## src/rtl/wasm_pkg.sv

```systemverilog
// Shared types for the wasm execution block: stack entries, arbiter FSM state,
// arbiter response owner and a saturating increment helper for statistics.
package wasm_pkg;

    typedef enum logic [1:0] {
        VT_I32 = 2'd0,
        VT_I64 = 2'd1,
        VT_F32 = 2'd2,
        VT_F64 = 2'd3
    } val_type_t;

    typedef struct packed {
        val_type_t   vtype;
        logic [63:0] value;
    } stack_entry_t;

    typedef enum logic {
        ARB_IDLE    = 1'b0,
        ARB_WR_WAIT = 1'b1
    } arb_state_t;

    typedef enum logic {
        OWN_CORE = 1'b0,
        OWN_HOST = 1'b1
    } arb_owner_t;

    localparam int STAT_W = 16;

    function automatic logic [STAT_W-1:0] sat_inc(input logic [STAT_W-1:0] v);
        return (v == {STAT_W{1'b1}}) ? v : v + 1'b1;
    endfunction

endpackage

```

## src/rtl/wasm_arb_starve_cnt.sv

```systemverilog
// Host starvation counter for wasm_globals_arbiter. Counts IDLE cycles in which
// the host is requesting but loses to the core, saturating at MAX_STARVE, and
// raises o_force once the limit is reached so the host takes the next grant.
module wasm_arb_starve_cnt #(
    parameter int MAX_STARVE = 4
) (
    input  logic clk,
    input  logic rst_n,
    input  logic i_idle,
    input  logic i_host_req,
    input  logic i_host_gnt,
    output logic o_force
);

    localparam logic [3:0] LP_MAX = 4'(MAX_STARVE);

    logic [3:0] r_cnt;

    // Clear when the host is served or stops asking; count lost IDLE cycles only.
    always_ff @(posedge clk) begin
        if (!rst_n) begin
            r_cnt <= 4'd0;
        end else if (!i_host_req || i_host_gnt) begin
            r_cnt <= 4'd0;
        end else if (i_idle && (r_cnt != LP_MAX)) begin
            r_cnt <= r_cnt + 4'd1;
        end
    end

    assign o_force = (r_cnt == LP_MAX);

endmodule

```

## src/rtl/wasm_globals_arbiter.sv

```systemverilog
// Two-requester arbiter/sequencer in front of wasm_globals. Shares the single
// storage port between the core and the host port. Core wins by default; the
// host wins when alone or when it has lost MAX_STARVE consecutive IDLE cycles.
// Reads respond one cycle after grant; writes pass through WR_WAIT and respond
// two cycles after grant. Optional statistics: WASM_GLOBALS_ARB_STATS_EN.
//
// Handshake: a requester holds req (with we/idx/wdata) until it sees gnt high
// in a cycle; the request is consumed at the clock edge ending that cycle and
// exactly one rsp_valid pulse follows on that requester's side only.
module wasm_globals_arbiter
    import wasm_pkg::*;
#(
    parameter int MAX_STARVE = 4
) (
    input  logic         clk,
    input  logic         rst_n,
    input  logic         core_req,
    input  logic         core_we,
    input  logic [7:0]   core_idx,
    input  stack_entry_t core_wdata,
    output logic         core_gnt,
    output logic         core_rsp_valid,
    output stack_entry_t core_rsp_data,
    output logic         core_rsp_err,
    input  logic         host_req,
    input  logic         host_we,
    input  logic [7:0]   host_idx,
    input  stack_entry_t host_wdata,
    output logic         host_gnt,
    output logic         host_rsp_valid,
    output stack_entry_t host_rsp_data,
    output logic         host_rsp_err,
    output logic         gl_rd_en,
    output logic [7:0]   gl_rd_idx,
    input  stack_entry_t gl_rd_data,
    input  logic         gl_rd_valid,
    output logic         gl_wr_en,
    output logic [7:0]   gl_wr_idx,
    output stack_entry_t gl_wr_data,
    input  logic         gl_wr_valid,
    input  logic         gl_wr_error,
    output logic         busy,
    output logic [15:0]  stat_core_grants,
    output logic [15:0]  stat_host_grants,
    output logic [15:0]  stat_errors
);

    arb_state_t   r_state;
    arb_owner_t   r_owner;
    logic         r_rsp_valid;
    logic         r_rsp_err;
    stack_entry_t r_rsp_data;

    logic         w_idle;
    logic         w_force;
    logic         w_core_win;
    logic         w_host_win;
    logic         w_grant;
    logic         w_we;
    logic [7:0]   w_idx;
    stack_entry_t w_wdata;

    wasm_arb_starve_cnt #(
        .MAX_STARVE (MAX_STARVE)
    ) u_starve (
        .clk        (clk),
        .rst_n      (rst_n),
        .i_idle     (w_idle),
        .i_host_req (host_req),
        .i_host_gnt (w_host_win),
        .o_force    (w_force)
    );

    assign w_idle     = (r_state == ARB_IDLE);
    assign w_core_win = w_idle && core_req && !(host_req && w_force);
    assign w_host_win = w_idle && host_req && !w_core_win;
    assign w_grant    = w_core_win || w_host_win;

    assign w_we    = w_host_win ? host_we    : core_we;
    assign w_idx   = w_host_win ? host_idx   : core_idx;
    assign w_wdata = w_host_win ? host_wdata : core_wdata;

    assign core_gnt = w_core_win;
    assign host_gnt = w_host_win;
    assign busy     = !w_idle;

    assign gl_rd_en   = w_grant && !w_we;
    assign gl_rd_idx  = gl_rd_en ? w_idx : 8'd0;
    assign gl_wr_en   = w_grant && w_we;
    assign gl_wr_idx  = gl_wr_en ? w_idx : 8'd0;
    assign gl_wr_data = gl_wr_en ? w_wdata : '0;

    // Sequencer FSM: register read results at grant, hold one WR_WAIT cycle for writes.
    always_ff @(posedge clk) begin
        if (!rst_n) begin
            r_state     <= ARB_IDLE;
            r_owner     <= OWN_CORE;
            r_rsp_valid <= 1'b0;
            r_rsp_err   <= 1'b0;
            r_rsp_data  <= '0;
        end else begin
            r_rsp_valid <= 1'b0;
            r_rsp_err   <= 1'b0;
            r_rsp_data  <= '0;
            case (r_state)
                ARB_IDLE: begin
                    if (w_grant) begin
                        r_owner <= w_host_win ? OWN_HOST : OWN_CORE;
                        if (w_we) begin
                            r_state <= ARB_WR_WAIT;
                        end else begin
                            r_rsp_valid <= 1'b1;
                            r_rsp_err   <= !gl_rd_valid;
                            r_rsp_data  <= gl_rd_valid ? gl_rd_data : '0;
                        end
                    end
                end
                ARB_WR_WAIT: begin
                    r_state     <= ARB_IDLE;
                    r_rsp_valid <= 1'b1;
                    r_rsp_err   <= gl_wr_error || !gl_wr_valid;
                end
                default: r_state <= ARB_IDLE;
            endcase
        end
    end

    assign core_rsp_valid = r_rsp_valid && (r_owner == OWN_CORE);
    assign core_rsp_err   = core_rsp_valid && r_rsp_err;
    assign core_rsp_data  = core_rsp_valid ? r_rsp_data : '0;
    assign host_rsp_valid = r_rsp_valid && (r_owner == OWN_HOST);
    assign host_rsp_err   = host_rsp_valid && r_rsp_err;
    assign host_rsp_data  = host_rsp_valid ? r_rsp_data : '0;

`ifdef WASM_GLOBALS_ARB_STATS_EN
    logic [15:0] r_stat_core;
    logic [15:0] r_stat_host;
    logic [15:0] r_stat_err;

    // Saturating grant and error-response counters.
    always_ff @(posedge clk) begin
        if (!rst_n) begin
            r_stat_core <= 16'd0;
            r_stat_host <= 16'd0;
            r_stat_err  <= 16'd0;
        end else begin
            if (w_core_win)               r_stat_core <= sat_inc(r_stat_core);
            if (w_host_win)               r_stat_host <= sat_inc(r_stat_host);
            if (r_rsp_valid && r_rsp_err) r_stat_err  <= sat_inc(r_stat_err);
        end
    end

    assign stat_core_grants = r_stat_core;
    assign stat_host_grants = r_stat_host;
    assign stat_errors      = r_stat_err;
`else
    assign stat_core_grants = 16'd0;
    assign stat_host_grants = 16'd0;
    assign stat_errors      = 16'd0;
`endif

endmodule
```

## config.mk

```make
export PLATFORM = sky130hd
export DESIGN_NAME = wasm_globals_arbiter
export DESIGN_NICKNAME = d
export VERILOG_FILES = /design/src/rtl/wasm_pkg.sv /design/src/rtl/wasm_arb_starve_cnt.sv /design/src/rtl/wasm_globals_arbiter.sv
export SDC_FILE = /design/constraint.sdc
export NUM_CORES = 1
export LEC_CHECK = 0
export CELL_PAD_IN_SITES_DETAIL_PLACEMENT = 1
export CELL_PAD_IN_SITES_GLOBAL_PLACEMENT = 1
export CORE_AREA = 2 2 194 196
export DETAILED_ROUTE_END_ITERATION = 10
export DIE_AREA = 0 0 196 198
export GPL_TIMING_DRIVEN = 0
export PLACE_DENSITY = 0.74
export SYNTH_ARGS = -nofsm -noshare
export SYNTH_HDL_FRONTEND = slang
export SYNTH_SLANG_ARGS = --single-unit
```

## constraint.sdc

```tcl
create_clock -name clk -period 2.3 [get_ports clk]
set_input_delay 0.345 -clock clk [delete_from_list [all_inputs] [get_ports clk]]
set_output_delay 0.345 -clock clk [all_outputs]
set_load 0.02 [all_outputs]
```

==> results.yml <==
critical_path:
  crit_chain: "inv_2 -> ha_4 -> and3b_1 -> buf_6 -> o211ai_1 -> buf_4 -> clkbuf_16 -> buf_6 -> a22oi_2 -> buf_6"
  crit_path_max_fanout: 7
  crit_top_cell: "buf_6"
  rrSetupSlack_ns: -0.10
  reg2regPathDepth: 8
  crit_arrival_ns: 2.23
  max_stage_delay_ns: 0.33
  rr_startpoint: "u_starve.r_cnt[0]"
  cpLargestDelayFamily: "buffers and inverters"
  rr_endpoint: "r_rsp_data[5]"
  critPathBufInv: 6
  end_kind: "output pin"
  crit_required_ns: 1.96
  path_class: "register to output pin"
  slowest_stage: "dfxtp_2"
  worstSetupStartpointType: "register"
worst_hold_path:
  hold_start: "u_starve.r_cnt[3]"
  worstHoldPathCells: 2
  hp-class: "register to register"
  hold_path_end: "u_starve.r_cnt[3]"
clocking:
  clockBufferDepth: 2
  cts_tree: "yes"
  cts.htree.levels: 3
  numCtsBuffers: 9
  insertion_delay_ns: 0.35
  cts.clk_slew.worst_paths_ns: 0.07
  root_buffer: "clkbuf_16"
  clkSinkCount: 74
detailed_routing:
  drt-met1-wl_um: 15930
  ant_nets: 0
  wl_per_cell_um: 21.55
  wl_um: 41360
  drc_errors: 0
  dr.pass1.iters: 5
  dr_wl_met2_um: 21250
  route.met3.wl_um: 2856
  vias: 9367
  drt_iter0_drc: 258
  routed.top_layer: "met4"
  vias_per_cell: 4.881
synthesis:
  ys_warn_count: 0
  synth_seq_cells: 74
  synthArstFlopShare_pct: 0
  ys_types: 34
  synth-edff-count: 0
  synth_top_area_share_pct: 23.49
  synth_largest_area_cell: "dfxtp_1"
  avgSynthCellArea_um2: 7.142
  synth-seq-area-share_pct: 23.49
  ys.flop_type: "dfxtp_1"
  synth.area.top_cells: "dfxtp_1 (23%), nand3_1 (11%), a32oi_1 (9.2%), o211ai_1 (9.0%), and2_1 (7.5%)"
  syn_inst: 883
  synth_area_um2: 6306
power_and_ir_drop:
  finalPower_w: 0.004714
  vdd_drop_max_v: 0.0003203
  power_density_nw_per_um2: 353.4
  power_leakage_nw: 5.659
sta:
  worst_pin_slew_ns: 0.8897
  slew_headroom_pct: 40.68
  setup_viol: 106
  whs_ns: 0.4934
  setup_slack_ns: -0.2723
  fin_crit_ns: 2.572
  finalHoldViolations: 0
  period_share_pct: 111.8
  fmax_ghz: 0.3888
  drv_slew: 0
  rsz0062_at_grt: "true"
  skew_ns: 0.01230
die:
  die_area_um2: 38810
  die_h_um: 198
  core_um2: 36960
  io_pins: 494
  initial_utilization_pct: 17.06
  die_w_um: 196
  rows: 71
flow_run:
  drv_cap: 0
final_layout:
  nFillCells: 4449
  utilization_pct: 36.09
  drive_above_1_share_pct: 26.68
  layout.nets: 1663
  layout.cells.non_filler: 1919
  area_growth_pct: 111.5
global_routing:
  overflow: 0
  grt_pass1_wl_um: 59830
  grtUsageTotal_pct: 20.02
  grt_max_degree: 14
  grt_antenna_before_repair: 2
  grt_pass1_vias: 9909
run_status:
  violations: "negative setup slack"
  status: "finished, violations left"
place:
  numPlacedInstances: 1848
  gp_congestion: 0.8341
  io_buffers: 444
  place_hpwl_um: 31670
[final cells by class]
type / instances / area, um2 / area share [%]
timing repair buffer: 498 / 4892 / 36.68
multi-input combinational: 674 / 4723 / 35.41
sequential: 74 / 1495 / 11.21
buffer: 173 / 1324 / 9.925
tap: 474 / 593.1 / 4.447
clock buffer: 10 / 229.0 / 1.717
clock inverter: 6 / 42.54 / 0.3189
inverter: 8 / 33.78 / 0.2533
antenna: 2 / 5.005 / 0.03752
[what timing repair did]
action                     CTS  global route
gates resized for setup    854            78
hold buffers                 0             0
setup endpoints to repair  291           195
setup buffers               35             7
gates cloned                10             3
pin swaps                   45            30
[synth_stat cells (all sizes together), types with 2 or more instances]
| master | instances |
|---|---|
| a211oi | 3 |
| a21oi | 69 |
| a221oi | 8 |
| a22oi | 16 |
| a32oi | 66 |
| and2 | 76 |
| and3 | 68 |
| buf | 89 |
| clkbuf | 85 |
| dfxtp | 74 |
| ha | 2 |
| inv | 8 |
| nand2 | 6 |
| nand2b | 3 |
| nand3 | 135 |
| nand4b | 2 |
| nor2b | 12 |
| nor3b | 4 |
| o211ai | 76 |
| o21ai | 70 |
[registers in the layout (all words and copies together) (netlist names)]
name and flops:
r_rsp_valid 1, busy 1, r_rsp_data 66, r_owner 1, u_starve.r_cnt 4, r_rsp_err 1
[per-layer routing]
layer	up-vias	global-route usage, %
li1	4350	-
met1	4571	21.31
met2	382	37.41
met3	64	5.468
met4	0	7.884
met5	-	0
[stage by stage]
step | setup TNS [ns] | cell area [um2] | setup slack (ns)
final | -17.41 | 13340 | -0.2723
after global routing | -29.09 | 13340 | -0.3146
after CTS | -19.35 | 12980 | -0.2656
after detailed placement | -144.56 | 11520 | -1.233
after global placement | -132.17 | 11520 | -1.205
after floorplan | 0 | 6482 | 0.1933
[cell families (layout without fill, tap and decap cells)]
kind of cell / count (synthesis) / after routing / synth area share (%)
buffers and inverters: 182 / 695 / 14.56
DFF: 74 / 74 / 23.49
AOI/OAI and AO/OA: 312 / 312 / 33.21
muxes: 1 / 1 / 0.1587
other: 1 / 50 / 0.05947
adders and majority gates: 2 / 2 / 0.3968
and+or+nand+nor: 311 / 311 / 28.12
[tightest hold or removal path, cell delays in order (launching register included)]
cell and delay (ns):
dfxtp_1 0.32, nand2_1 0.06, a211oi_1 0.06
[where the power goes]
part,switching [W],internal (W)
Combinational,0.00107,0.000962
Sequential,0.0000280,0.00132
Clock,0.000597,0.000733
Total,0.00170,0.00302
[cell usage in the layout, fill, tap and decap left out, types with 67 or more instances in the layout]
cell               n
nand3_1          135
buf_4            131
clkdlybuf4s50_1  264
o211ai_1          76
o21ai_0           67
dlygate4sd2_1     79
and3_1            68
a21oi_1           68
and2_1            76
dfxtp_1           69
[how the worst max path moves through the flow]
stage / startpoint / end / cells past startpoint
after global placement: host_req / gl_wr_data[45] / 7
after global routing: u_starve.r_cnt[0] / gl_wr_data[15] / 10
after CTS: u_starve.r_cnt[0] / gl_rd_idx[7] / 11
after floorplan: u_starve.r_cnt[0] / gl_wr_data[0] / 8
final: u_starve.r_cnt[0] / gl_wr_idx[1] / 10
after detailed placement: host_req / gl_wr_data[45] / 7
Power figures use the tool's default switching activity.
